===== src/rtl/audio_i2s_bridge.sv =====
// I2S slave bridge between a codec (bus master) and Avalon-ST left/right streams.
// Define AUDIO_BRIDGE_STATUS_EN to enable the saturating overrun/underrun counters.
`timescale 1ns / 1ps
module audio_i2s_bridge #(
    parameter int unsigned WIDTH = 16
) (
    input  logic             i_clk,
    input  logic             i_rst_n,
    input  logic             i_aud_bclk,
    input  logic             i_aud_adclrck,
    input  logic             i_aud_daclrck,
    input  logic             i_aud_adcdat,
    output logic             o_aud_dacdat,
    output logic [WIDTH-1:0] o_adc_left_data,
    output logic [WIDTH-1:0] o_adc_right_data,
    output logic             o_adc_left_valid,
    output logic             o_adc_right_valid,
    input  logic             i_adc_left_ready,
    input  logic             i_adc_right_ready,
    input  logic [WIDTH-1:0] i_dac_left_data,
    input  logic [WIDTH-1:0] i_dac_right_data,
    input  logic             i_dac_left_valid,
    input  logic             i_dac_right_valid,
    output logic             o_dac_left_ready,
    output logic             o_dac_right_ready,
    output logic             o_rx_overrun,
    output logic             o_tx_underrun,
    output logic [7:0]       o_rx_overrun_cnt,
    output logic [7:0]       o_tx_underrun_cnt
);

    localparam int unsigned CW = $clog2(WIDTH + 1);

    typedef enum logic [1:0] {RX_WAIT, RX_SKIP, RX_SHIFT, RX_STORE} rx_state_t;

    logic [2:0] bclk_sync, adlr_sync, dalr_sync, prime_q;
    logic [1:0] adcdat_sync;

    always_ff @(posedge i_clk or negedge i_rst_n) begin
        if (!i_rst_n) begin
            bclk_sync   <= '0;
            adlr_sync   <= '0;
            dalr_sync   <= '0;
            adcdat_sync <= '0;
            prime_q     <= '0;
        end else begin
            bclk_sync   <= {bclk_sync[1:0], i_aud_bclk};
            adlr_sync   <= {adlr_sync[1:0], i_aud_adclrck};
            dalr_sync   <= {dalr_sync[1:0], i_aud_daclrck};
            adcdat_sync <= {adcdat_sync[0], i_aud_adcdat};
            prime_q     <= {prime_q[1:0], 1'b1};
        end
    end

    // Edges are masked until the synchronizers hold real samples, so reset release
    // never fakes an LRCK edge.
    logic bclk_rise, bclk_fall, adlr_edge, dalr_edge, adlr_lvl, dalr_lvl, adcdat_s;
    assign bclk_rise = prime_q[2] & bclk_sync[1] & ~bclk_sync[2];
    assign bclk_fall = prime_q[2] & ~bclk_sync[1] & bclk_sync[2];
    assign adlr_edge = prime_q[2] & (adlr_sync[1] ^ adlr_sync[2]);
    assign dalr_edge = prime_q[2] & (dalr_sync[1] ^ dalr_sync[2]);
    assign adlr_lvl  = adlr_sync[1];
    assign dalr_lvl  = dalr_sync[1];
    assign adcdat_s  = adcdat_sync[1];

    rx_state_t        rx_state_q, rx_state_d;
    logic             rx_chan_q, rx_chan_d;
    logic [WIDTH-1:0] rx_sh_q, rx_sh_d;
    logic [CW-1:0]    rx_cnt_q, rx_cnt_d;
    logic             rx_store;

    always_ff @(posedge i_clk or negedge i_rst_n) begin
        if (!i_rst_n) begin
            rx_state_q <= RX_WAIT;
            rx_chan_q  <= 1'b0;
            rx_sh_q    <= '0;
            rx_cnt_q   <= '0;
        end else begin
            rx_state_q <= rx_state_d;
            rx_chan_q  <= rx_chan_d;
            rx_sh_q    <= rx_sh_d;
            rx_cnt_q   <= rx_cnt_d;
        end
    end

    always_comb begin
        rx_state_d = rx_state_q;
        rx_chan_d  = rx_chan_q;
        rx_sh_d    = rx_sh_q;
        rx_cnt_d   = rx_cnt_q;
        rx_store   = 1'b0;
        unique case (rx_state_q)
            RX_WAIT: begin
                if (adlr_edge) begin
                    rx_state_d = RX_SKIP;
                    rx_chan_d  = adlr_lvl;
                end
            end
            RX_SKIP: begin
                if (adlr_edge) begin
                    rx_chan_d = adlr_lvl;
                end else if (bclk_rise) begin
                    rx_state_d = RX_SHIFT;
                    rx_cnt_d   = '0;
                end
            end
            RX_SHIFT: begin
                if (adlr_edge) begin
                    rx_state_d = RX_SKIP;
                    rx_chan_d  = adlr_lvl;
                end else if (bclk_rise) begin
                    rx_sh_d  = {rx_sh_q[WIDTH-2:0], adcdat_s};
                    rx_cnt_d = rx_cnt_q + 1'b1;
                    if (rx_cnt_q == CW'(WIDTH - 1)) rx_state_d = RX_STORE;
                end
            end
            RX_STORE: begin
                rx_store = 1'b1;
                // An edge landing on the store cycle starts the next half-frame directly.
                if (adlr_edge) begin
                    rx_state_d = RX_SKIP;
                    rx_chan_d  = adlr_lvl;
                end else begin
                    rx_state_d = RX_WAIT;
                end
            end
            default: rx_state_d = RX_WAIT;
        endcase
    end

    logic [WIDTH-1:0] left_data_q, right_data_q;
    logic             left_valid_q, right_valid_q, overrun_q;

    always_ff @(posedge i_clk or negedge i_rst_n) begin
        if (!i_rst_n) begin
            left_data_q   <= '0;
            right_data_q  <= '0;
            left_valid_q  <= 1'b0;
            right_valid_q <= 1'b0;
            overrun_q     <= 1'b0;
        end else begin
            overrun_q <= 1'b0;
            if (left_valid_q && i_adc_left_ready)   left_valid_q  <= 1'b0;
            if (right_valid_q && i_adc_right_ready) right_valid_q <= 1'b0;
            if (rx_store && !rx_chan_q) begin
                if (left_valid_q) begin
                    overrun_q <= 1'b1;
                end else begin
                    left_data_q  <= rx_sh_q;
                    left_valid_q <= 1'b1;
                end
            end
            if (rx_store && rx_chan_q) begin
                if (right_valid_q) begin
                    overrun_q <= 1'b1;
                end else begin
                    right_data_q  <= rx_sh_q;
                    right_valid_q <= 1'b1;
                end
            end
        end
    end

    logic [WIDTH-1:0] tx_buf_l_q, tx_buf_r_q, tx_sh_q;
    logic             tx_full_l_q, tx_full_r_q, alive_q, dacdat_q, underrun_q;
    logic [CW-1:0]    tx_cnt_q;
    logic             dac_left_acc, dac_right_acc;

    assign dac_left_acc  = i_dac_left_valid & o_dac_left_ready;
    assign dac_right_acc = i_dac_right_valid & o_dac_right_ready;

    // Buffer load happens before accept so a same-cycle free and write ends full.
    always_ff @(posedge i_clk or negedge i_rst_n) begin
        if (!i_rst_n) begin
            tx_buf_l_q  <= '0;
            tx_buf_r_q  <= '0;
            tx_full_l_q <= 1'b0;
            tx_full_r_q <= 1'b0;
            tx_sh_q     <= '0;
            tx_cnt_q    <= '0;
            alive_q     <= 1'b0;
            dacdat_q    <= 1'b0;
            underrun_q  <= 1'b0;
        end else begin
            alive_q    <= 1'b1;
            underrun_q <= 1'b0;
            if (dalr_edge) begin
                tx_cnt_q <= CW'(WIDTH);
                if (dalr_lvl) begin
                    tx_sh_q     <= tx_full_r_q ? tx_buf_r_q : '0;
                    underrun_q  <= ~tx_full_r_q;
                    tx_full_r_q <= 1'b0;
                end else begin
                    tx_sh_q     <= tx_full_l_q ? tx_buf_l_q : '0;
                    underrun_q  <= ~tx_full_l_q;
                    tx_full_l_q <= 1'b0;
                end
            end else if (bclk_fall) begin
                if (tx_cnt_q != '0) begin
                    dacdat_q <= tx_sh_q[WIDTH-1];
                    tx_sh_q  <= {tx_sh_q[WIDTH-2:0], 1'b0};
                    tx_cnt_q <= tx_cnt_q - 1'b1;
                end else begin
                    dacdat_q <= 1'b0;
                end
            end
            if (dac_left_acc) begin
                tx_buf_l_q  <= i_dac_left_data;
                tx_full_l_q <= 1'b1;
            end
            if (dac_right_acc) begin
                tx_buf_r_q  <= i_dac_right_data;
                tx_full_r_q <= 1'b1;
            end
        end
    end

    assign o_aud_dacdat      = dacdat_q;
    assign o_adc_left_data   = left_data_q;
    assign o_adc_right_data  = right_data_q;
    assign o_adc_left_valid  = left_valid_q;
    assign o_adc_right_valid = right_valid_q;
    assign o_dac_left_ready  = alive_q & ~tx_full_l_q;
    assign o_dac_right_ready = alive_q & ~tx_full_r_q;
    assign o_rx_overrun      = overrun_q;
    assign o_tx_underrun     = underrun_q;

`ifdef AUDIO_BRIDGE_STATUS_EN
    logic [7:0] ovr_cnt_q, und_cnt_q;

    always_ff @(posedge i_clk or negedge i_rst_n) begin
        if (!i_rst_n) begin
            ovr_cnt_q <= '0;
            und_cnt_q <= '0;
        end else begin
            if (overrun_q && ovr_cnt_q != 8'hFF)  ovr_cnt_q <= ovr_cnt_q + 8'd1;
            if (underrun_q && und_cnt_q != 8'hFF) und_cnt_q <= und_cnt_q + 8'd1;
        end
    end

    assign o_rx_overrun_cnt  = ovr_cnt_q;
    assign o_tx_underrun_cnt = und_cnt_q;
`else
    assign o_rx_overrun_cnt  = '0;
    assign o_tx_underrun_cnt = '0;
`endif

endmodule


===== config.mk =====
export PLATFORM = sky130hd
export DESIGN_NAME = audio_i2s_bridge
export DESIGN_NICKNAME = d
export VERILOG_FILES = /design/src/rtl/audio_i2s_bridge.sv
export SDC_FILE = /design/constraint.sdc
export NUM_CORES = 1
export LEC_CHECK = 0
export CAP_MARGIN = 10
export CORE_MARGIN = 3
export CORE_UTILIZATION = 28
export CTS_BUF_LIST = sky130_fd_sc_hd__clkbuf_2 sky130_fd_sc_hd__clkbuf_4 sky130_fd_sc_hd__clkbuf_8
export CTS_CLUSTER_SIZE = 30
export DETAILED_ROUTE_END_ITERATION = 7
export GPL_ROUTABILITY_DRIVEN = 0
export GPL_TIMING_DRIVEN = 0
export PLACE_DENSITY = 0.49
export SETUP_SLACK_MARGIN = 0.02
export SLEW_MARGIN = 20
export SYNTH_ARGS = -nofsm -noshare
export SYNTH_HDL_FRONTEND = slang
export SYNTH_SLANG_ARGS = --single-unit

===== constraint.sdc =====
create_clock -name i_clk -period 1.73 [get_ports i_clk]
set_input_delay 0.346 -clock i_clk [delete_from_list [all_inputs] [get_ports i_clk]]
set_output_delay 0.346 -clock i_clk [all_outputs]
set_load 0.05 [all_outputs]

### Word-level counts from Yosys, hierarchy flattened

Cells that the tools add are included.

* output and inout port bits: 55
* bits in registers: 131
* logic and storage cells: 125
* input port bits: 42

* add/subtract/negate cells: 2
* bitwise operators: 20
* eq/ne operators: 13
* reduce and logical (&&, ||, !) cells: 23
* mux-type cells: 44

Operator list (count)
* $mux W16: 6
* $mux W5: 7
* $mux W1: 23
* $mux W2: 6
* $reduce_and A2 Y1: 6
* $reduce_bool A2 Y1: 6
* $and A1 B1 Y1: 10
* $ne A2 B2 Y1 const B: 5
* $pmux W5 S2: 1
* $reduce_and A5 Y1: 2
* $not A1 Y1: 8
* $pmux W2 S4: 1
* $ne A3 B3 Y1 const B: 2
* $add A5 B1 Y5 const B: 1
* $eq A5 B4 Y1 const B: 1
* $reduce_bool A5 Y1: 1
* $sub A5 B1 Y5 const B: 1
* $eq A2 B2 Y1 const B: 2
* $logic_and A1 B1 Y1: 4
* $ne A2 B1 Y1 const B: 2
* $reduce_or A4 Y1: 1
* $reduce_and A3 Y1: 1
* $eq A2 B1 Y1 const B: 1
* $logic_not A2 Y1: 1
* other kinds (2): 3

### Longest topological paths before layout

* depth after elaboration: 6
* mapped depth: 6
* depth with buffers taken out: 6

### Worst setup path before layout

No wires, ideal clock.

* kind: register to register
* start: register tx_full_r_q
* end: register tx_buf_r_q[10]
* path slack: -0.452 ns
* data arrival time: 2.057 ns
* path buffers: 1
* required time: 1.605 ns
* library setup time: 0.125 ns
* stages on the path, launching flop included: 5
* clock period less this slack: 2.182 ns
* cell sequence: dfrtp_1 nor2b_1 nand2_1 buf_2 mux2_2

* cells in the longest elaborated chain, start to end: 3

RTL lines
* from (decl): line 165 `logic tx_full_l_q, tx_full_r_q, alive_q, dacdat_q, underrun_q;`
* from (signal assigned): line 178 `tx_full_r_q <= 1'b0;`
* from (signal assigned): line 192 `tx_full_r_q <= 1'b0;`
* from (signal assigned): line 213 `tx_full_r_q <= 1'b1;`
* $not A1 Y1: line 224 `assign o_dac_right_ready = alive_q & ~tx_full_r_q;`
* $and A1 B1 Y1: line 224
* via o_dac_right_ready: line 25 `output logic o_dac_right_ready,`
* $and A1 B1 Y1: line 170 `assign dac_right_acc = i_dac_right_valid & o_dac_right_ready;`
* to (signal assigned): line 212 `tx_buf_r_q <= i_dac_right_data;`
* to (decl): line 164 `logic [WIDTH-1:0] tx_buf_l_q, tx_buf_r_q, tx_sh_q;`

The timed path passes the listed nets, and every way through them passes these cells.
A chain may end at the register's enable or synchronous reset.

### Worst setup path after layout

* start: register tx_cnt_q[0]
* end: register tx_sh_q[8]

* cells in the longest elaborated chain, start to end: 3

RTL lines
* from (decl): line 166 `logic [CW-1:0] tx_cnt_q;`
* from (signal assigned): line 188 `tx_cnt_q <= CW'(WIDTH);`
* from (signal assigned): line 202 `tx_cnt_q <= tx_cnt_q - 1'b1;`
* $reduce_bool A5 Y1: line 199 `if (tx_cnt_q != '0) begin`
* $reduce_bool A2 Y1 (no line)
* $reduce_and A2 Y1 (no line)
* to (signal assigned): line 190 `tx_sh_q <= tx_full_r_q ? tx_buf_r_q : '0;`
* to (signal assigned): line 194 `tx_sh_q <= tx_full_l_q ? tx_buf_l_q : '0;`
* to (signal assigned): line 201 `tx_sh_q <= {tx_sh_q[WIDTH-2:0], 1'b0};`
* to (decl): line 164

Every way passes these cells.

==> summary.txt <==
Status: completed
Post-Syn Area: 0.005557 mm²
Dpl cells: 758
Pin count of the biggest net entering global routing: 77
Cell row count: 50
Worst hold path class: in -> reg
Number of fill cells: 1836
Post-DRT Antenna Nets: 0
Fin. Hold Viols: 0
Die width: 146.9 µm
Synth async-reset ratio: 1.000
Gr usage total: 0.1191
Flop pwr share: 0.472
Max-capacitance violation count: 0
Synth Warn #: 0
Final Slew Violations: 0
Highest clock rate: 0.5802 GHz
Clock power frac: 0.345
DP Wirelength: 8552 µm
Antenna violations before repair: 0
Fin crit share: 0.9963
Reg2Reg Capture Point: tx_sh_q[8]$_DFFE_PN0P_
Via count: 3657
NetSw: 2.310 mW
Critical path class: reg -> reg
Clock Skew: 0.009017 ns
Register area share after synthesis: 0.5855
CP Depth: 6
Post-synth EDFFs: 0
Worst Hold End: adcdat_sync[0]$_DFF_PN0_
Overflow after GRT: 0
Crit-path max cell delay: 0.52 ns
Crit end category: register
Drt wl/cell: 15.38 µm
Cell depth of the worst hold path: 1
CTS H-tree lvls: 4
Ys flop type: dfrtp_1
Hold_sp: i_aud_adcdat
Reg2Reg Depth: 6
TNS Setup: 0 ns
Die H: 146.9 µm
Layout cells sized above 1: 0.3993
Final WL: 12320 µm
Delay-heaviest family, CP: simple AND/OR/NAND/NOR gates
Final nets: 573
Switching Share: 0.2805
Setup violators final: 0
P_int: 5.926 mW
I/O pin count: 97
Crit path max fanout: 5
Layout area overhead: 31.39%
Initial DRC count: 205
Clock buffer depth: 2
Starting Density: 0.2912
CTS tree: built
Worst R2R Setup Slack: 0.006 ns
Pleak: 3.327 nW
CP cell instances: inv_2 > ha_4 > or4b_4 > buf_6 > a32oi_1 > a22oi_1
CTS Sinks: 130
Drt pass-1 iters: 4
Post-synthesis cell type count: 58
Synthesized flop and latch total: 130
Total CTS buffers: 17
Mean area per synthesized cell: 13.82 µm²
Worst Setup Start Kind: register
Vias in the first global route: 3912
Clock slew at reported path FFs: 0.08 ns
Clock Latency Late Sink: 0.44 ns
Root Driver: clkbuf_8
Syn Inst Count: 402
Worst r2r src: tx_cnt_q[0]$_DFFE_PN0P_
Worst Tran Pin Value: 0.5536 ns
Peak VDD IR: 0.4659 mV
Gate power share: 0.183
Slowest cell on the critical path: or4b_4
Antenna Diode Count: 0
Via density: 4.566
Pwr dens: 1128 mW/mm²
Buf/Inv on CP: 2
Most frequent cells in the layout: dfrtp_1 (128), mux2_2 (71), clkdlybuf4s50_1 (40), buf_4 (28)
Most common cell after layout, fill and taps aside: dfrtp_1
I/O Buffers: 80
Core ar.: 0.01908 mm²
Die Area: 0.02157 mm²
Fin cells: 801
Clock period minus worst slack: 1.724 ns
# DRC: 0
Worst Path Required: 2.04 ns
RSZ-0062 raised after global routing: true
First-pass GRT wire length: 20580 µm
Slew HR: 0.6300
Worst EP arrival: 2.04 ns
-- power by group through the flow --
stage          Sequential, mW  Combinational, mW  Clock (mW)
2_1_floorplan            3.88              0.977           0
3_3_place_gp             3.92               1.39           0
3_5_place_dp             3.93               1.43           0
4_1_cts                  3.88               1.48        2.94
5_1_grt                  3.94               1.67        3.07
6_report                 3.89               1.51        2.84
-- synthesized netlist by cell type, types with 4 or more instances --
cell type  number  area [µm²]
nand3_1         7       35.03
mux2_4         10       150.1
o21ai_0        16       80.08
a22oi_1        23       172.7
nand3b_1        7       52.55
mux2_2         71       799.5
nor2_1          4       15.01
dfrtp_1       130        3253
inv_1          12       45.04
nand2_1         9       33.78
buf_2          13       65.06
a32oi_1        11       96.34
buf_4          17       127.6
a221o_1         4       40.04
-- routing by layer --
metal / track usage / part of all wire
met1: 0.1546 / 0.47
met4: 0.05033 / 0.017
met2: 0.1871 / 0.48
met5: 0 / 0
met3: 0.03362 / 0.032
-- flip-flops by register name (all words and copies together), names as in the netlist, 2 cells and up --
name / cells
adlr_sync: 3
o_adc_left_data: 16
tx_buf_l_q: 16
rx_state_q: 2
tx_buf_r_q: 16
adcdat_sync: 2
tx_cnt_q: 5
o_adc_right_data: 16
bclk_sync: 3
rx_cnt_q: 5
prime_q: 3
tx_sh_q: 16
dalr_sync: 3
rx_sh_q: 16
-- per-stage QoR --
stage | cell area, µm² | worst slack, ns | hold WS [ns] | util | power (mW)
2_1_floorplan | 5634 | 0.08370 | 0.05041 | - | 4.858
3_3_place_gp | 6760 | -4.919 | 0.3354 | 0.3543 | 5.313
3_5_place_dp | 6793 | -0.1614 | 0.2913 | 0.3560 | 5.367
4_1_cts | 7295 | 0.008282 | 0.2989 | 0.3823 | 8.289
5_1_grt | 7301 | -0.03325 | 0.2907 | 0.3826 | 8.682
6_report | 7301 | 0.006395 | 0.3346 | 0.3826 | 8.236
-- layout make-up --
type | instances | area (µm²) | area share
Tap cell | 260 | 325.3 | 0.04456
Sequential cell | 130 | 3256 | 0.4459
Clock buffer | 19 | 255.2 | 0.03496
Clock inverter | 13 | 185.2 | 0.02536
Inverter | 12 | 45.04 | 0.006170
Multi-Input combinational cell | 241 | 2185 | 0.2992
Buffer | 34 | 237.7 | 0.03256
Timing Repair Buffer | 92 | 812.0 | 0.1112
-- how the worst max path moves through the flow --
stage                                           from  slack, ns                               to
final                        tx_cnt_q[0]$_DFFE_PN0P_      0.006           tx_sh_q[8]$_DFFE_PN0P_
after detailed placement           i_dac_right_valid      -0.16       tx_buf_r_q[13]$_DFFE_PN0P_
after CTS                    tx_cnt_q[1]$_DFFE_PN0P_      0.008           tx_sh_q[9]$_DFFE_PN0P_
after global placement                       i_rst_n      -4.92  o_adc_left_data[10]$_DFFE_PN0P_
after global routing         tx_cnt_q[0]$_DFFE_PN0P_      -0.03           tx_sh_q[4]$_DFFE_PN0P_
after floorplan           o_adc_left_valid$_DFF_PN0_       0.08  o_adc_left_data[10]$_DFFE_PN0P_
-- kinds of logic after synthesis --
| kind of cell | count (synthesis) | synth area share |
|---|---|---|
| muxes | 82 | 0.1727 |
| other | 2 | 0.001352 |
| buffers and inverters | 46 | 0.04819 |
| xor gates and xnor gates | 3 | 0.007431 |
| DFF | 130 | 0.5855 |
| adders and majority gates | 3 | 0.006756 |
| AOI/OAI and AO/OA | 83 | 0.1133 |
| and+or+nand+nor | 53 | 0.06485 |
-- worst register-to-register path: stages (launching register included) --
cell	delay, ns
dfrtp_1	0.39
inv_2	0.09
ha_4	0.15
or4b_4	0.52
buf_6	0.17
a32oi_1	0.19
a22oi_1	0.09
-- timing repair --
item | CTS | global route
pin swaps | 10 | 11
endpoints found under the hold margin | 54 | 0
hold buffers | 1 | 0
cloned | 1 | 0
resized for setup | 85 | 56
setup buffers | 5 | 4
setup endpoints to repair | 72 | 76
(Power assumes the default switching activity.)
==> edit: new RTL, same settings <==
The option `AUDIO_BRIDGE_STATUS_EN` is turned on by a define.
--- a/src/rtl/audio_i2s_bridge.sv
+++ b/src/rtl/audio_i2s_bridge.sv
@@ -1,6 +1,8 @@
 // I2S slave bridge between a codec (bus master) and Avalon-ST left/right streams.
 // Define AUDIO_BRIDGE_STATUS_EN to enable the saturating overrun/underrun counters.
 `timescale 1ns / 1ps
+`define AUDIO_BRIDGE_STATUS_EN
+
 module audio_i2s_bridge #(
     parameter int unsigned WIDTH = 16
 ) (
Check against the original RTL: not equivalent (Yosys sat finds a counterexample within 10 cycles, from zero or initial values and one cycle with i_rst_n low).
==> edit against the unedited design <==
- the run now ends with setup timing left
- final area up 7.2%
- sequential power up 13%
- total power up 10%
- synthesized area up 6.6%
- sequential cell count up 16
- routed wire length up 0.98%
- worst setup slack worse by 0.12 ns
- critical endpoint is now tx_sh_q[13]
- largest power group unchanged
==> edit: results (changes against the unedited design) <==
| Metric | Value |
|---|---|
| Pleak | `3.58 nW (was 3.33 nW)` |
| Clock Path Buffers | `2 (unchanged)` |
| Clk pin slew, worst setup/hold paths | `0.08 ns (about the same)` |
| # port buffers | `96 (was 80)` |
| Global Route Usage Sum | `11.4% (was 11.9%)` |
| Share of synthesized registers carrying an async set or reset | `100% (unchanged)` |
| # setup viols final | `18 (was 0)` |
| Layout fillers | `1957 (was 1836)` |
| Worst-Skew Late Latency | `0.44 ns (about the same)` |
| Sequential area share after synthesis | `61.7% (was 58.5%)` |
| Detail Placement HPWL | `8410 microns (was 8550 microns)` |
| Failing checks | `setup timing` |
| Initial antenna violation count | `0 (unchanged)` |
| Maximum vdd drop | `0.486 mV (was 0.466 mV)` |
| Share of layout cells above drive strength 1 | `37.5% (was 39.9%)` |
| Worst EP arrival | `2.15 ns (was 2.04 ns)` |
| First-pass GRT wire length | `20700 microns (was 20600 microns)` |
| Clock skew | `0.0134 ns (was 0.00902 ns)` |
| # H-tree levels | `4 (unchanged)` |
| Top cells by area, synth | `dfrtp_1 62%, mux2_2 16%, a221o_1 2.4% (was dfrtp_1 59%, mux2_2 14%, a22oi_1 3.1%)` |
| Synth cell types | `50 (was 58)` |
| Ys Warns | `0 (unchanged)` |
| Min-delay worst type | `input pin to register (unchanged)` |
| Outcome | `complete, but fails checks (was complete, no violations)` |
| Post-DR wirelength/cell | `14.7 microns (was 15.4 microns)` |
| Largest net degree at the start of global routing | `90 (was 77)` |
| Clock root buffer | `clkbuf_8 (unchanged)` |
| ANT cells | `0 (unchanged)` |
| Area after DPL | `0.00729 sq mm (was 0.00679 sq mm)` |
| Top cell types by occurrence after synthesis | `146 x dfrtp_1, 83 x mux2_2, 17 x nor2_1, 15 x a22oi_1, 15 x nand3_1 (was 130 x dfrtp_1, 71 x mux2_2, 23 x a22oi_1, 17 x buf_4, 16 x o21ai_0)` |
| Vias in the first global route | `4088 (was 3912)` |
| 1st-iter DRT viols | `175 (was 205)` |
| CTS buffer count | `17 (unchanged)` |
| Post-route setup slack | `-0.109 ns (was 0.00639 ns)` |
| Nets | `612 (was 573)` |
| Number of vias in the routed layout | `3921 (was 3657)` |
| TritonRoute pass-1 iters | `4 (unchanged)` |
-- edit: cell types whose count changed after synthesis, moves of 10 or more --
| cell | before | now |
|---|---|---|
| a32oi_1 | 11 | 0 |
| dfrtp_1 | 130 | 146 |
| mux2_2 | 71 | 83 |
| a221o_1 | 4 | 14 |
| buf_4 | 17 | 1 |
| nor2_1 | 4 | 17 |
| mux2_4 | 10 | 0 |
-- edit: final cells by class --
type	count	share of cell area (%)
buffer	17	1.34
clock buffer	20	3.36
clock inverter	12	2.29
inverter	12	0.576
multi-input combinational	259	28.2
sequential	146	46.8
tap	270	4.32
timing repair buffer	112	13.1
-- edit: final timing paths --
path,startpoint,to,slack [ns],cells past startpoint
max,tx_cnt_q[0],tx_sh_q[13],-0.11,7
min,i_aud_daclrck,dalr_sync[0],0.34,1
max reg2reg,tx_cnt_q[0],tx_sh_q[13],-0.11,7
min reg2reg,dalr_sync[0],dalr_sync[1],0.36,0
max in group asynchronous,i_rst_n,tx_sh_q[15],0.48,3
min in group asynchronous,i_rst_n,o_adc_right_data[4],0.41,2
-- edit: repair_timing --
item                                   CTS  global route
setup buffers                           10             2
gates resized for setup                140            59
cloned                                   2             0
hold buffers                             1             0
endpoints found under the hold margin   57             0
setup endpoints to repair              120           100
pin swaps                               23             4
-- edit: kinds of logic (layout without fill, tap and decap cells) --
logic type                 count (synthesis)  after routing  synth area share, %
AOI/OAI and AO/OA                         71             71                 8.97
xor gates and xnor gates                   9              9                 1.65
adders and majority gates                  5              5                 1.06
buffers and inverters                     29            173                 2.15
DFF                                      146            146                 61.7
muxes                                     85             85                 16.1
other                                      1              1               0.0633
and+or+nand+nor                           88             88                 8.34
-- edit: stage by stage --
step | util [%] | instances | setup slack, ns | total power, mW | setup TNS (ns)
floorplan | - | 434 | -0.101 | 5.52 | -0.838
finish | 38.2 | 848 | -0.109 | 9.08 | -1.54
detailed placement | 35.6 | 801 | -0.442 | 6.15 | -14.94
global placement | 35.4 | 800 | -6.19 | 6.10 | -842.11
CTS | 38.5 | 846 | -0.145 | 9.23 | -2.26
global route | 38.2 | 848 | -0.183 | 9.61 | -3.04
-- edit: metal layers --
layer / up-vias / global-route usage, % / part of all wire (%)
met5: - / 0 / 0
met4: 0 / 3.67 / 1.2
met3: 12 / 2.97 / 3.5
met2: 67 / 17.7 / 48
met1: 1999 / 15.6 / 47
li1: 1843 / - / -
-- edit: power breakdown --
group	internal (mW)	total [mW]	switching (mW)
combinational	0.840	1.72	0.882
clock	1.65	2.96	1.31
sequential	4.00	4.40	0.402
-- edit: worst max-delay path: stages, from the launching register on --
cell and delay [ns]:
dfrtp_1 0.39, inv_1 0.06, ha_2 0.18, or4b_4 0.51, nand2_4 0.10, nor2_4 0.05, buf_6 0.12, a221o_1 0.31
